$ cat src/rtl/fetch_controller_if.sv
// fetch_controller_if: AXI4-Lite AR/R read channels, decode-side handshake and redirect input of the fetch stage.
interface fetch_controller_if #(
  parameter int ADDR_W = 32,
  parameter int DATA_W = 32
);
  logic              redirect_i;
  logic [ADDR_W-1:0] redirect_pc_i;
  logic              arvalid_o;
  logic [ADDR_W-1:0] araddr_o;
  logic              arready_i;
  logic              rvalid_i;
  logic [DATA_W-1:0] rdata_i;
  logic [1:0]        rresp_i;
  logic              rready_o;
  logic              valid_post_o;
  logic              ready_post_i;
  logic [DATA_W-1:0] inst_o;
  logic [ADDR_W-1:0] pc_o;
  logic              fault_o;
  logic [1:0]        state_o;
  modport master (
    input  redirect_i, redirect_pc_i, arready_i, rvalid_i, rdata_i, rresp_i, ready_post_i,
    output arvalid_o, araddr_o, rready_o, valid_post_o, inst_o, pc_o, fault_o, state_o
  );
  modport slave (
    output redirect_i, redirect_pc_i, arready_i, rvalid_i, rdata_i, rresp_i, ready_post_i,
    input  arvalid_o, araddr_o, rready_o, valid_post_o, inst_o, pc_o, fault_o, state_o
  );
endinterface

$ cat src/rtl/fetch_controller.sv
// fetch_controller: owns the fetch PC, issues one AXI4-Lite read at a time and holds each word for decode.
module fetch_controller #(
  parameter int                ADDR_W   = 32,
  parameter int                DATA_W   = 32,
  parameter logic [ADDR_W-1:0] RESET_PC = 32'h8000_0000
) (
  input  logic                      clock,
  input  logic                      reset,
  fetch_controller_if.master        bus
);
  typedef enum logic [1:0] {S_AR = 2'b00, S_R = 2'b01, S_OUT = 2'b10} state_t;
  state_t            r_state, w_next;
  logic [ADDR_W-1:0] r_pc, r_redir_pc;
  logic [DATA_W-1:0] r_inst;
  logic              r_kill, r_fault;
  logic              w_r_fire, w_keep, w_busy;
  assign w_r_fire = (r_state == S_R) && bus.rvalid_i;
  assign w_keep   = w_r_fire && !r_kill && !bus.redirect_i;
  assign w_busy   = (r_state == S_AR) || (r_state == S_R);
  always_ff @(posedge clock)
    if (reset) r_state <= S_AR;
    else r_state <= w_next;
  always_comb begin
    w_next = S_AR;
    w_next = (r_state == S_AR) ? (bus.arready_i ? S_R : S_AR)
           : (r_state == S_R)  ? (!bus.rvalid_i ? S_R : (w_keep ? S_OUT : S_AR))
           : (r_state == S_OUT) ? ((bus.redirect_i || bus.ready_post_i) ? S_AR : S_OUT)
           : S_AR;
    bus.arvalid_o    = !reset && (r_state == S_AR);
    bus.araddr_o     = {r_pc[ADDR_W-1:2], 2'b00};
    bus.rready_o     = !reset && (r_state == S_R);
    bus.valid_post_o = !reset && (r_state == S_OUT) && !bus.redirect_i;
    bus.inst_o       = r_inst;
    bus.pc_o         = r_pc;
    bus.fault_o      = r_fault;
    bus.state_o      = r_state;
  end
  // A redirect while a read is outstanding is parked until the response drains.
  always_ff @(posedge clock)
    if (reset) begin
      r_pc       <= RESET_PC;
      r_kill     <= 1'b0;
      r_redir_pc <= '0;
      r_inst     <= '0;
      r_fault    <= 1'b0;
    end else begin
      if (w_r_fire && !w_keep) begin
        r_pc   <= bus.redirect_i ? bus.redirect_pc_i : r_redir_pc;
        r_kill <= 1'b0;
      end else if (w_busy && bus.redirect_i) begin
        r_kill     <= 1'b1;
        r_redir_pc <= bus.redirect_pc_i;
      end
      if (w_keep) begin
        r_inst  <= bus.rdata_i;
        r_fault <= |bus.rresp_i;
      end
      if (r_state == S_OUT && bus.redirect_i) r_pc <= bus.redirect_pc_i;
      else if (r_state == S_OUT && bus.ready_post_i) r_pc <= r_pc + ADDR_W'(4);
    end
endmodule
$ cat src/flat_wrapper.sv
// flat-port wrapper written by rule: the top's interface ports become plain ports
module fetch_controller_flat 
#(
  parameter int                ADDR_W   = 32,
  parameter int                DATA_W   = 32,
  parameter logic [ADDR_W-1:0] RESET_PC = 32'h8000_0000
)
  (clock, reset, bus_redirect_i, bus_redirect_pc_i, bus_arready_i, bus_rvalid_i, bus_rdata_i, bus_rresp_i, bus_ready_post_i, bus_arvalid_o, bus_araddr_o, bus_rready_o, bus_valid_post_o, bus_inst_o, bus_pc_o, bus_fault_o, bus_state_o);
  fetch_controller_if #(.ADDR_W(ADDR_W), .DATA_W(DATA_W)) bus_i ();
  input  logic clock;
  input  logic reset;
  input wire logic [$bits(bus_i.redirect_i)-1:0] bus_redirect_i;
  input wire logic [$bits(bus_i.redirect_pc_i)-1:0] bus_redirect_pc_i;
  input wire logic [$bits(bus_i.arready_i)-1:0] bus_arready_i;
  input wire logic [$bits(bus_i.rvalid_i)-1:0] bus_rvalid_i;
  input wire logic [$bits(bus_i.rdata_i)-1:0] bus_rdata_i;
  input wire logic [$bits(bus_i.rresp_i)-1:0] bus_rresp_i;
  input wire logic [$bits(bus_i.ready_post_i)-1:0] bus_ready_post_i;
  output wire logic [$bits(bus_i.arvalid_o)-1:0] bus_arvalid_o;
  output wire logic [$bits(bus_i.araddr_o)-1:0] bus_araddr_o;
  output wire logic [$bits(bus_i.rready_o)-1:0] bus_rready_o;
  output wire logic [$bits(bus_i.valid_post_o)-1:0] bus_valid_post_o;
  output wire logic [$bits(bus_i.inst_o)-1:0] bus_inst_o;
  output wire logic [$bits(bus_i.pc_o)-1:0] bus_pc_o;
  output wire logic [$bits(bus_i.fault_o)-1:0] bus_fault_o;
  output wire logic [$bits(bus_i.state_o)-1:0] bus_state_o;
  assign bus_i.redirect_i = bus_redirect_i;
  assign bus_i.redirect_pc_i = bus_redirect_pc_i;
  assign bus_i.arready_i = bus_arready_i;
  assign bus_i.rvalid_i = bus_rvalid_i;
  assign bus_i.rdata_i = bus_rdata_i;
  assign bus_i.rresp_i = bus_rresp_i;
  assign bus_i.ready_post_i = bus_ready_post_i;
  assign bus_arvalid_o = bus_i.arvalid_o;
  assign bus_araddr_o = bus_i.araddr_o;
  assign bus_rready_o = bus_i.rready_o;
  assign bus_valid_post_o = bus_i.valid_post_o;
  assign bus_inst_o = bus_i.inst_o;
  assign bus_pc_o = bus_i.pc_o;
  assign bus_fault_o = bus_i.fault_o;
  assign bus_state_o = bus_i.state_o;
  fetch_controller #(.ADDR_W(ADDR_W), .DATA_W(DATA_W), .RESET_PC(RESET_PC)) u_core (.clock(clock), .reset(reset), .bus(bus_i));
endmodule
$ cat config.mk
export PLATFORM = sky130hd
export DESIGN_NAME = fetch_controller_flat
export DESIGN_NICKNAME = d
export VERILOG_FILES = /design/src/rtl/fetch_controller_if.sv /design/src/rtl/fetch_controller.sv /design/src/flat_wrapper.sv
export SDC_FILE = /design/constraint.sdc
export NUM_CORES = 1
export LEC_CHECK = 0
export ABC_AREA = 1
export BUFFER_PORTS_ARGS = -buffer_cell sky130_fd_sc_hd__buf_2
export CAP_MARGIN = 20
export CORE_ASPECT_RATIO = 1.4
export CORE_MARGIN = 2
export CORE_UTILIZATION = 35
export DETAILED_ROUTE_END_ITERATION = 12
export PLACE_DENSITY = 0.65
export REMOVE_ABC_BUFFERS = 1
export SYNTH_ARGS = -nofsm -noshare
export SYNTH_HDL_FRONTEND = slang
export SYNTH_SLANG_ARGS = --single-unit
export TNS_END_PERCENT = 1
$ cat constraint.sdc
create_clock -name clock -period 2.5 [get_ports clock]
set_clock_uncertainty 0.05 [all_clocks]
set_input_delay 0.25 -clock clock [delete_from_list [all_inputs] [get_ports clock]]
set_output_delay 0.25 -clock clock [all_outputs]
set_load 0.03 [all_outputs]
==> results.md, run 1 <==
- The later pin in the worst-skew pair is clocked with a latency of 0.35 ns.
- The initial antenna violation count was 0.
- The top-level port count is 174.
- The number of nets in the finished design is 1032.
- For this run, the leading register cell type out of synthesis is dfxtp_1.
- The hold violation total from the final report came to 0.
- The number of gates resized after CTS was 0.
- The number of setup buffers added after CTS is 0.
- The number of max-slew violations in the final report is 0.
- The detail route stage leaves a number of antenna-violating nets equal to 0.
- The slew at the pin with the worst max-slew slack is 0.7560 ns.
- Detailed routing inserted a total of 5546 vias.
- The number of port buffers is 171.
- For this run, the register share of the synthesized area comes to 0.3682.
- The largest net degree at the start of global routing is 64.
- The horizontal die dimension is 109.3 um.
- The starting density of the core is 0.3596.
- The sequential cell fraction of total power is 0.445.
- The area taken by flip-flops and latches is 2002 um^2.
- The overall fraction of global-route tracks in use is 0.1837.
- Dividing the detail-routed wire length by the instance count gives 13.17 um.
- The worst setup path is launched from a register.
- The first global-routing pass estimated 24430 um of wire.
- The root cell of the clock tree is clkbuf_16.
- The post-layout utilization of the core is 0.4309.
- The first routing iteration left 343 violations.
- The hold-fix buffer count after cts is 0.
- The clock sink total is 100.
- Synthesis instantiated 38 different standard cells from the library.
- Counting every instance in the synthesized netlist gives 840.
- The die is 151.5 um tall.
- Summed over all layers, the global routing overflow is 0.
- Synthesis inferred 100 register bits.
- The area growth from synthesis to layout is 19.84%.
- After synthesis the cells add up to 5436 um^2.
- The fraction of power consumed by the clock network is 0.363.
- The Yosys step of the flow raised 0 warnings.
- The setup-violating endpoint count in the final report is 0.
- The number of flops mapped to enable cells by yosys is 0.
- Counting along the longest clock path gives a buffer depth of 2.
- After detailed routing, the total wire length is 15220 um.
- Once placement completed, the tool counted placed cells totaling 1140.
- In this run the critical register-to-register path is captured at u_core.bus.pc_o[26]$_SDFFE_PP0P_.
- Following the worst setup path forward leads to its endpoint at u_core.bus.pc_o[26]$_SDFFE_PP0P_.
- For this run, the top clock speed supported by timing is 507.0 MHz.
- In the routed design, unresolved DRC markers number 0.
- After clock tree synthesis, the clock-pin slew on the worst setup and hold paths is 0.07 ns.
- For the worst setup path, the data arrival time is 2.14 ns.
- The wire-length estimate of the detail-placed layout is 10990 um.
- The mean cell area of the mapped netlist is 6.472 um^2.
- Dividing the final minimum period by the clock period gives 0.7890.
- The analysis attributes to net switching a power of 1.267 mW.
- Once placement finished, the instance area stood at 6203 um^2.
- The final total power is 4.061 mW.
- The layout filler cell count is 1649.
- After the flow finishes, the layout carries non-filler instances totaling 1156.
- The number of global-route vias before repair is 5145.
- The ratio of routed vias to standard cells is 4.798.
- Setup repair after global routing left no endpoint under its margin.
- The post-place setup slack is 0.5114 ns.
- The internal portion of total power is 2.794 mW.
- The die covers 16560 um^2.
- The leakage power total is 3.103 nW.
- The worst hold slack across all endpoints is 0.08254 ns.
- Across the VDD grid, the largest voltage drop is 0.3106 mV.
- The CTS H-tree depth is 3.
- The critical path data required time is 2.66 ns.
- The min-delay analysis places its worst path in the category primary input to register.
- The floorplan has 53 rows.
- The first-pass iteration count of the detailed router is 5.
- Buffers inserted during clock tree synthesis total 9.
- The source of the worst register-to-register timing path is u_core.bus.state_o[1]$_SDFF_PP0_.
- The slack of the worst reg-to-reg path is 0.53 ns.
- The multi-input combinational cells in the finished layout cover a total of 2779 um^2.
- The type of the worst setup path is register to register.
- For the worst flop-to-flop path, the logic depth is 8.
- Setup slack closes at 0.5276 ns.
- The area of the core is 15120 um^2.
- After routing, the total negative slack on setup checks comes to 0 ns.
- The congestion estimate from routability-driven global placement came to 0.8871.
- The origin of the worst setup path is u_core.bus.state_o[1]$_SDFF_PP0_.
- The final design area excluding fillers is 6515 um^2.
- For this design the ratio of total power to cell area is 623.3 nW/um^2.
- The fraction of registers with async set or reset after synthesis is 0.
- The number of diodes is 0.
- The flow ran to the end, and the final reports show no timing, DRC or antenna violations.
- The fraction of power spent switching nets is 0.3121.
- The tool flagged a number of max-cap violations equal to 0.
- The layout cell share with drive strength beyond 1 is 0.2334.
- The tightest slew margin relative to the limit is 0.4948.
- The post-route minimum period is 1.972 ns.
- The kind of end point of the critical path is a register.
- Along the worst path, the maximum fanout reaches 20.
- The share of total power dissipated in combinational logic is 0.191.
- TritonCTS built the clock tree.
Yosys cell counts, types with 2 or more instances:
cell,instances,area [um^2]
a211oi_1,2,15.01
a21oi_1,88,440.4
a31oi_1,2,12.51
buf_2,19,95.09
buf_4,34,255.2
clkbuf_1,20,75.07
dfxtp_1,100,2002
inv_1,50,187.7
inv_2,4,15.01
inv_4,2,12.51
nand2_1,183,686.9
nand2_2,6,37.54
nand2_4,2,22.52
nand3_1,21,105.1
nand3b_1,4,30.03
nor2_1,154,578.1
nor2_2,7,43.79
nor2_4,3,33.78
nor3_1,3,15.01
o211ai_1,5,37.54
o21ai_0,101,505.5
o21ai_1,7,35.03
xor2_1,8,70.07
cells in the final DEF, fill, tap and decap left out, drive strengths merged:
cell      instances
a211oi            2
a21o              1
a21oi            88
a22o              1
a31oi             2
a32oi             1
a41oi             1
buf             182
bufinv            1
clkbuf           12
clkinv            2
clkinvlp          1
conb              2
dfxtp           100
ha                1
inv              57
nand2           191
nand3            21
nand3b            4
nand4             1
nor2            165
nor3              3
o211ai            5
o21ai           109
o221ai            1
o22ai             1
or2               1
xor2              8
power groups by stage:
| stage | clock (mW) | sequential, mW | combinational (mW) |
|---|---|---|---|
| 3_5_place_dp | 0 | 1.85 | 0.781 |
| 2_1_floorplan | 0 | 2.02 | 0.316 |
| 4_1_cts | 1.51 | 1.81 | 0.784 |
| 5_1_grt | 1.57 | 1.82 | 0.866 |
| 3_3_place_gp | 0 | 1.84 | 0.778 |
| 6_report | 1.47 | 1.81 | 0.777 |
worst max-delay path, cell delays in order, from the launching register on:
cell and delay (ns):
dfxtp_1 0.43, nand2_2 0.14, inv_2 0.07, nand2_1 0.43, buf_4 0.38, a21oi_1 0.16, nand2_1 0.07, nand2_1 0.05
a21oi_1 0.05
flip-flops by register name, summed over array words and instances (netlist names):
register            cells
u_core.bus.fault_o      1
u_core.bus.inst_o      32
u_core.bus.pc_o        32
u_core.bus.state_o      2
u_core.r_kill           1
u_core.r_redir_pc      32
cells by family (layout without fill, tap and decap cells):
kind of cell,Yosys count,after routing,synth area share
AND/OR/NAND/NOR,386,386,0.2916
AO/OA/AOI/OAI,212,212,0.2030
buffers and inverters,132,255,0.1213
flip-flops,100,100,0.3682
XOR/XNOR,8,8,0.01289
adder cells (fa/ha/maj),1,1,0.002301
other,1,2,0.0006898
worst min-delay path by stage:
| stage | startpoint | endpoint | slack (ns) | cells after the start |
|---|---|---|---|---|
| 2_1_floorplan | reset | u_core.bus.state_o[1]$_SDFF_PP0_ | 0.27 | 1 |
| 3_3_place_gp | u_core.r_redir_pc[9]$_SDFFE_PP0P_ | u_core.r_redir_pc[9]$_SDFFE_PP0P_ | 0.39 | 2 |
| 3_5_place_dp | u_core.r_redir_pc[3]$_SDFFE_PP0P_ | u_core.r_redir_pc[3]$_SDFFE_PP0P_ | 0.39 | 2 |
| 4_1_cts | bus_rresp_i[0] | u_core.bus.fault_o$_SDFFE_PP0P_ | 0.07 | 3 |
| 5_1_grt | bus_arready_i | u_core.bus.state_o[0]$_SDFF_PP0_ | 0.09 | 2 |
| 6_report | bus_rresp_i[0] | u_core.bus.fault_o$_SDFFE_PP0P_ | 0.08 | 3 |
layout make-up:
class	instances	share of cell area
Clock buffer	12	0.03937
Clock inverter	4	0.008450
Inverter	57	0.03361
Multi-Input combinational cell	609	0.4265
Sequential cell	100	0.3073
Tap cell	192	0.03687
Timing Repair Buffer	182	0.1479
metal layers:
| metal | routed length (um) | GRT usage |
|---|---|---|
| met1 | 6526 | 0.2186 |
| met2 | 7615 | 0.3352 |
| met3 | 879 | 0.02951 |
| met4 | 198 | 0.05380 |
| met5 | 0 | 0 |
No activity file was read; power rests on OpenSTA's default activity.
==> run 2: changes to the inputs <==
==> constraint.sdc (replaced) <==
create_clock -name clock -period 1.9 [get_ports clock]
set_clock_uncertainty 0.05 [all_clocks]
set_input_delay 0.19 -clock clock [delete_from_list [all_inputs] [get_ports clock]]
set_output_delay 0.19 -clock clock [all_outputs]
set_load 0.03 [all_outputs]
==> run 2 against run 1 <==
Against the previous run:
- total power is 34% higher
- worst setup slack worse by 0.36 ns
- critical path depth is 2 higher
- utilization is 1.2 points higher
- clock power is 34% higher
- critical endpoint is now u_core.bus.pc_o[4]$_SDFFE_PP0P_
==> results.md, run 2 (synthesis gave the netlist of run 1 again) <==
- Status: completed (unchanged).
- The launch instance of the worst min-delay path is bus_rresp_i[0] (unchanged).
- The number of nets in the finished design came to 1051 (was 1032).
- The largest net degree at the start of global routing was 64 (unchanged).
- The detailed-route via count is 5694 (was 5546).
- The growth of design area from synthesis to finish is 23.18% (was 19.84%).
- The initial antenna violation count was 0 (unchanged).
- The maximum single-stage delay on the critical path was 0.36 ns (was 0.43 ns).
- The setup-violating endpoint count in the final report is 0 (unchanged).
- The floorplan die area was 16560 um^2 (unchanged).
- The wire length of the first global-routing pass is 24540 um (was 24430 um).
- The layout cell share with drive strength beyond 1 is 0.2523 (was 0.2334).
- Critical path cell sequence: inv_1 -> nand2_2 -> nor2_2 -> nor2_2 -> nand2_4 -> buf_12 -> o21ai_0 -> inv_1 -> nand2_1 -> inv_1 (was nand2_2 -> inv_2 -> nand2_1 -> buf_4 -> a21oi_1 -> nand2_1 -> nand2_1 -> a21oi_1).
- The source of the worst register-to-register timing path is u_core.bus.state_o[0]$_SDFF_PP0_ (was u_core.bus.state_o[1]$_SDFF_PP0_).
- The layout filler cell count is 1594 (was 1649).
- The total grt overflow is 0 (unchanged).
- The critical register-to-register path endpoint is u_core.bus.pc_o[4]$_SDFFE_PP0P_ (was u_core.bus.pc_o[26]$_SDFFE_PP0P_).
- The number of core rows was 53 (unchanged).
- The ratio of routed vias to standard cells is 4.846 (was 4.798).
- The most prevalent standard cell on the critical path is inv_1 (was nand2_1).
- The slowest cell on the critical path is dfxtp_1 (unchanged).
- The most common library cell in the layout ignoring fill and taps was nand2_1 (unchanged).
- The number of buffers between clock root and the deepest sink is 2 (unchanged).
- The clock sink total is 100 (unchanged).
- The die height is 151.5 um (unchanged).
- The endpoint arrival time on the critical path came to 1.93 ns (was 2.14 ns).
- Leading cell types in the layout, fill and taps excluded: nand2_1 (183), buf_2 (171), nor2_1 (153) (was nand2_1 (183), buf_2 (171), nor2_1 (154)).
- The area of the core is 15120 um^2 (unchanged).
- The final total power came to 5.435 mW (was 4.061 mW).
- The type of the worst setup path is register to register (unchanged).
- Setup repair after global routing missed its margin: yes (was no).
- The kind of end point of the critical path is a register (unchanged).
- The number of cells on the worst hold path was 3 (unchanged).
- The hold violation total from the final report is 0 (unchanged).
- The number of instances in the placed design is 1159 (was 1140).
- The worst hold slack across all endpoints is 0.02294 ns (was 0.08254 ns).
- The leakage power total is 3.225 nW (was 3.103 nW).
- The critical path data required time is 2.11 ns (was 2.66 ns).
- The number of diodes is 0 (unchanged).
- The power per cell area was 811.7 nW/um^2 (was 623.3 nW/um^2).
- The post-DP HPWL was 11460 um (was 10990 um).
- The clock tree from TritonCTS was done (unchanged).
- The hold-fix buffer count after cts was 0 (unchanged).
- The total wire length is 15920 um (was 15220 um).
- The number of global-route vias before repair came to 5007 (was 5145).
- The average routed wire per standard cell is 13.55 um (was 13.17 um).
- The capture endpoint of the worst hold path is u_core.bus.fault_o$_SDFFE_PP0P_ (unchanged).
- The worst-case vdd ir drop is 0.3694 mV (was 0.3106 mV).
- The CTS H-tree depth came to 3 (unchanged).
- The startpoint kind of the worst setup timing path is a register (unchanged).
- The first-pass iteration count of the detailed router is 5 (unchanged).
- The overall fraction of global-route tracks in use came to 0.1886 (was 0.1837).
- The post-layout utilization of the core came to 0.4429 (was 0.4309).
- The global placement routability congestion was 0.8823 (was 0.8871).
- The worst-skew pair later-pin latency is 0.35 ns (about the same).
- The number of port buffers was 171 (unchanged).
- The top-level port count is 174 (unchanged).
- The clock slew at the register clock pins of the worst setup and hold paths is 0.08 ns (was 0.07 ns).
- The classification of the worst-slack hold path was primary input to register (unchanged).
- The final design area excluding fillers is 6696 um^2 (was 6515 um^2).
- The count of max-cap constraint violations is 0 (unchanged).
- The period utilization is 0.9095 (was 0.7890).
- The horizontal die dimension is 109.3 um (unchanged).
- The post-route minimum period is 1.728 ns (was 1.972 ns).
- The slack of the worst reg-to-reg path is 0.17 ns (was 0.53 ns).
- The starting density of the core is 0.3596 (unchanged).
- The timing-limited maximum frequency was 578.7 MHz (was 507.0 MHz).
- The clock buffer count from CTS is 9 (unchanged).
- The root cell of the clock tree is clkbuf_16 (unchanged).
- The maximum fanout count along the critical path came to 27 (was 20).
- The number of standard cells in the layout, taps in and fillers out is 1175 (was 1156).
- The total DRC errors in the routed layout is 0 (unchanged).
- The number of max-slew violations in the final report is 0 (unchanged).
- The number of cells on the worst reg-to-reg path came to 10 (was 8).
- The number of nets with antenna violations after routing is 0 (unchanged).
- The violation count after the first detailed-route iteration is 342 (was 343).
- The placed standard-cell area is 6371 um^2 (was 6203 um^2).
-- run 2: cell types whose count changed in the layout (fill, tap and decap cells not counted), sizes merged --
cell | before | now
clkinvlp | 1 | 0
inv | 57 | 60
clkbuf | 12 | 10
buf | 182 | 201
-- run 2: layer usage --
layer  track usage  vias to the layer above  share of wire
met5             0                        -              0
met1        0.2217                     2544           0.43
li1              -                     2956              -
met4       0.06519                        0          0.020
met2        0.3435                      170           0.50
met3       0.02866                       24          0.053
-- run 2: what timing repair did --
item                                    in CTS  in global routing
endpoints found under the setup margin       0                 22
setup buffers                                0                  0
gates resized for setup                      0                  6
-- run 2: report_power, final --
group / leakage [nW] / internal, mW / switching (mW)
clock: 0.157 / 1.08 / 0.885
combinational: 2.25 / 0.374 / 0.740
sequential: 0.821 / 2.24 / 0.111
total: 3.22 / 3.70 / 1.74
-- run 2: stage by stage --
| step | worst slack (ns) | TNS, ns |
|---|---|---|
| 4_1_cts | 0.08944 | 0 |
| 5_1_grt | -0.01882 | -0.01882 |
| 3_3_place_gp | 0.1113 | 0 |
| 2_1_floorplan | -0.3908 | -11.49 |
| 3_5_place_dp | 0.1121 | 0 |
| 6_report | 0.1719 | 0 |
-- run 2: how the worst max path moves through the flow --
stage,to,cells after the start,slack (ns),start
5_1_grt,u_core.bus.pc_o[16]$_SDFFE_PP0P_,10,-0.02,u_core.bus.pc_o[2]$_SDFFE_PP0P_
3_5_place_dp,u_core.bus.fault_o$_SDFFE_PP0P_,8,0.11,bus_redirect_i
3_3_place_gp,u_core.bus.fault_o$_SDFFE_PP0P_,7,0.11,u_core.r_kill$_SDFFE_PP0P_
2_1_floorplan,u_core.bus.pc_o[10]$_SDFFE_PP0P_,7,-0.39,u_core.bus.state_o[1]$_SDFF_PP0_
4_1_cts,u_core.bus.fault_o$_SDFFE_PP0P_,7,0.09,u_core.r_kill$_SDFFE_PP0P_
6_report,u_core.bus.pc_o[4]$_SDFFE_PP0P_,10,0.17,u_core.bus.state_o[0]$_SDFF_PP0_
-- run 2: final cells by class --
class	count	area (um^2)	area share
Inverter	57	221.5	0.03307
Multi-Input combinational cell	609	2781	0.4154
Sequential cell	100	2004	0.2993
Tap cell	192	240.2	0.03587
Clock buffer	10	239.0	0.03569
Clock inverter	6	75.07	0.01121
Timing Repair Buffer	201	1135	0.1695
-- run 2: worst max-delay path: cells and delay by family, from the launching register on --
kind	cells	cell delay (ns)
DFF	1	0.36
and+or+nand+nor	5	0.68
buffers and inverters	4	0.39
AOI/OAI and AO/OA	1	0.15
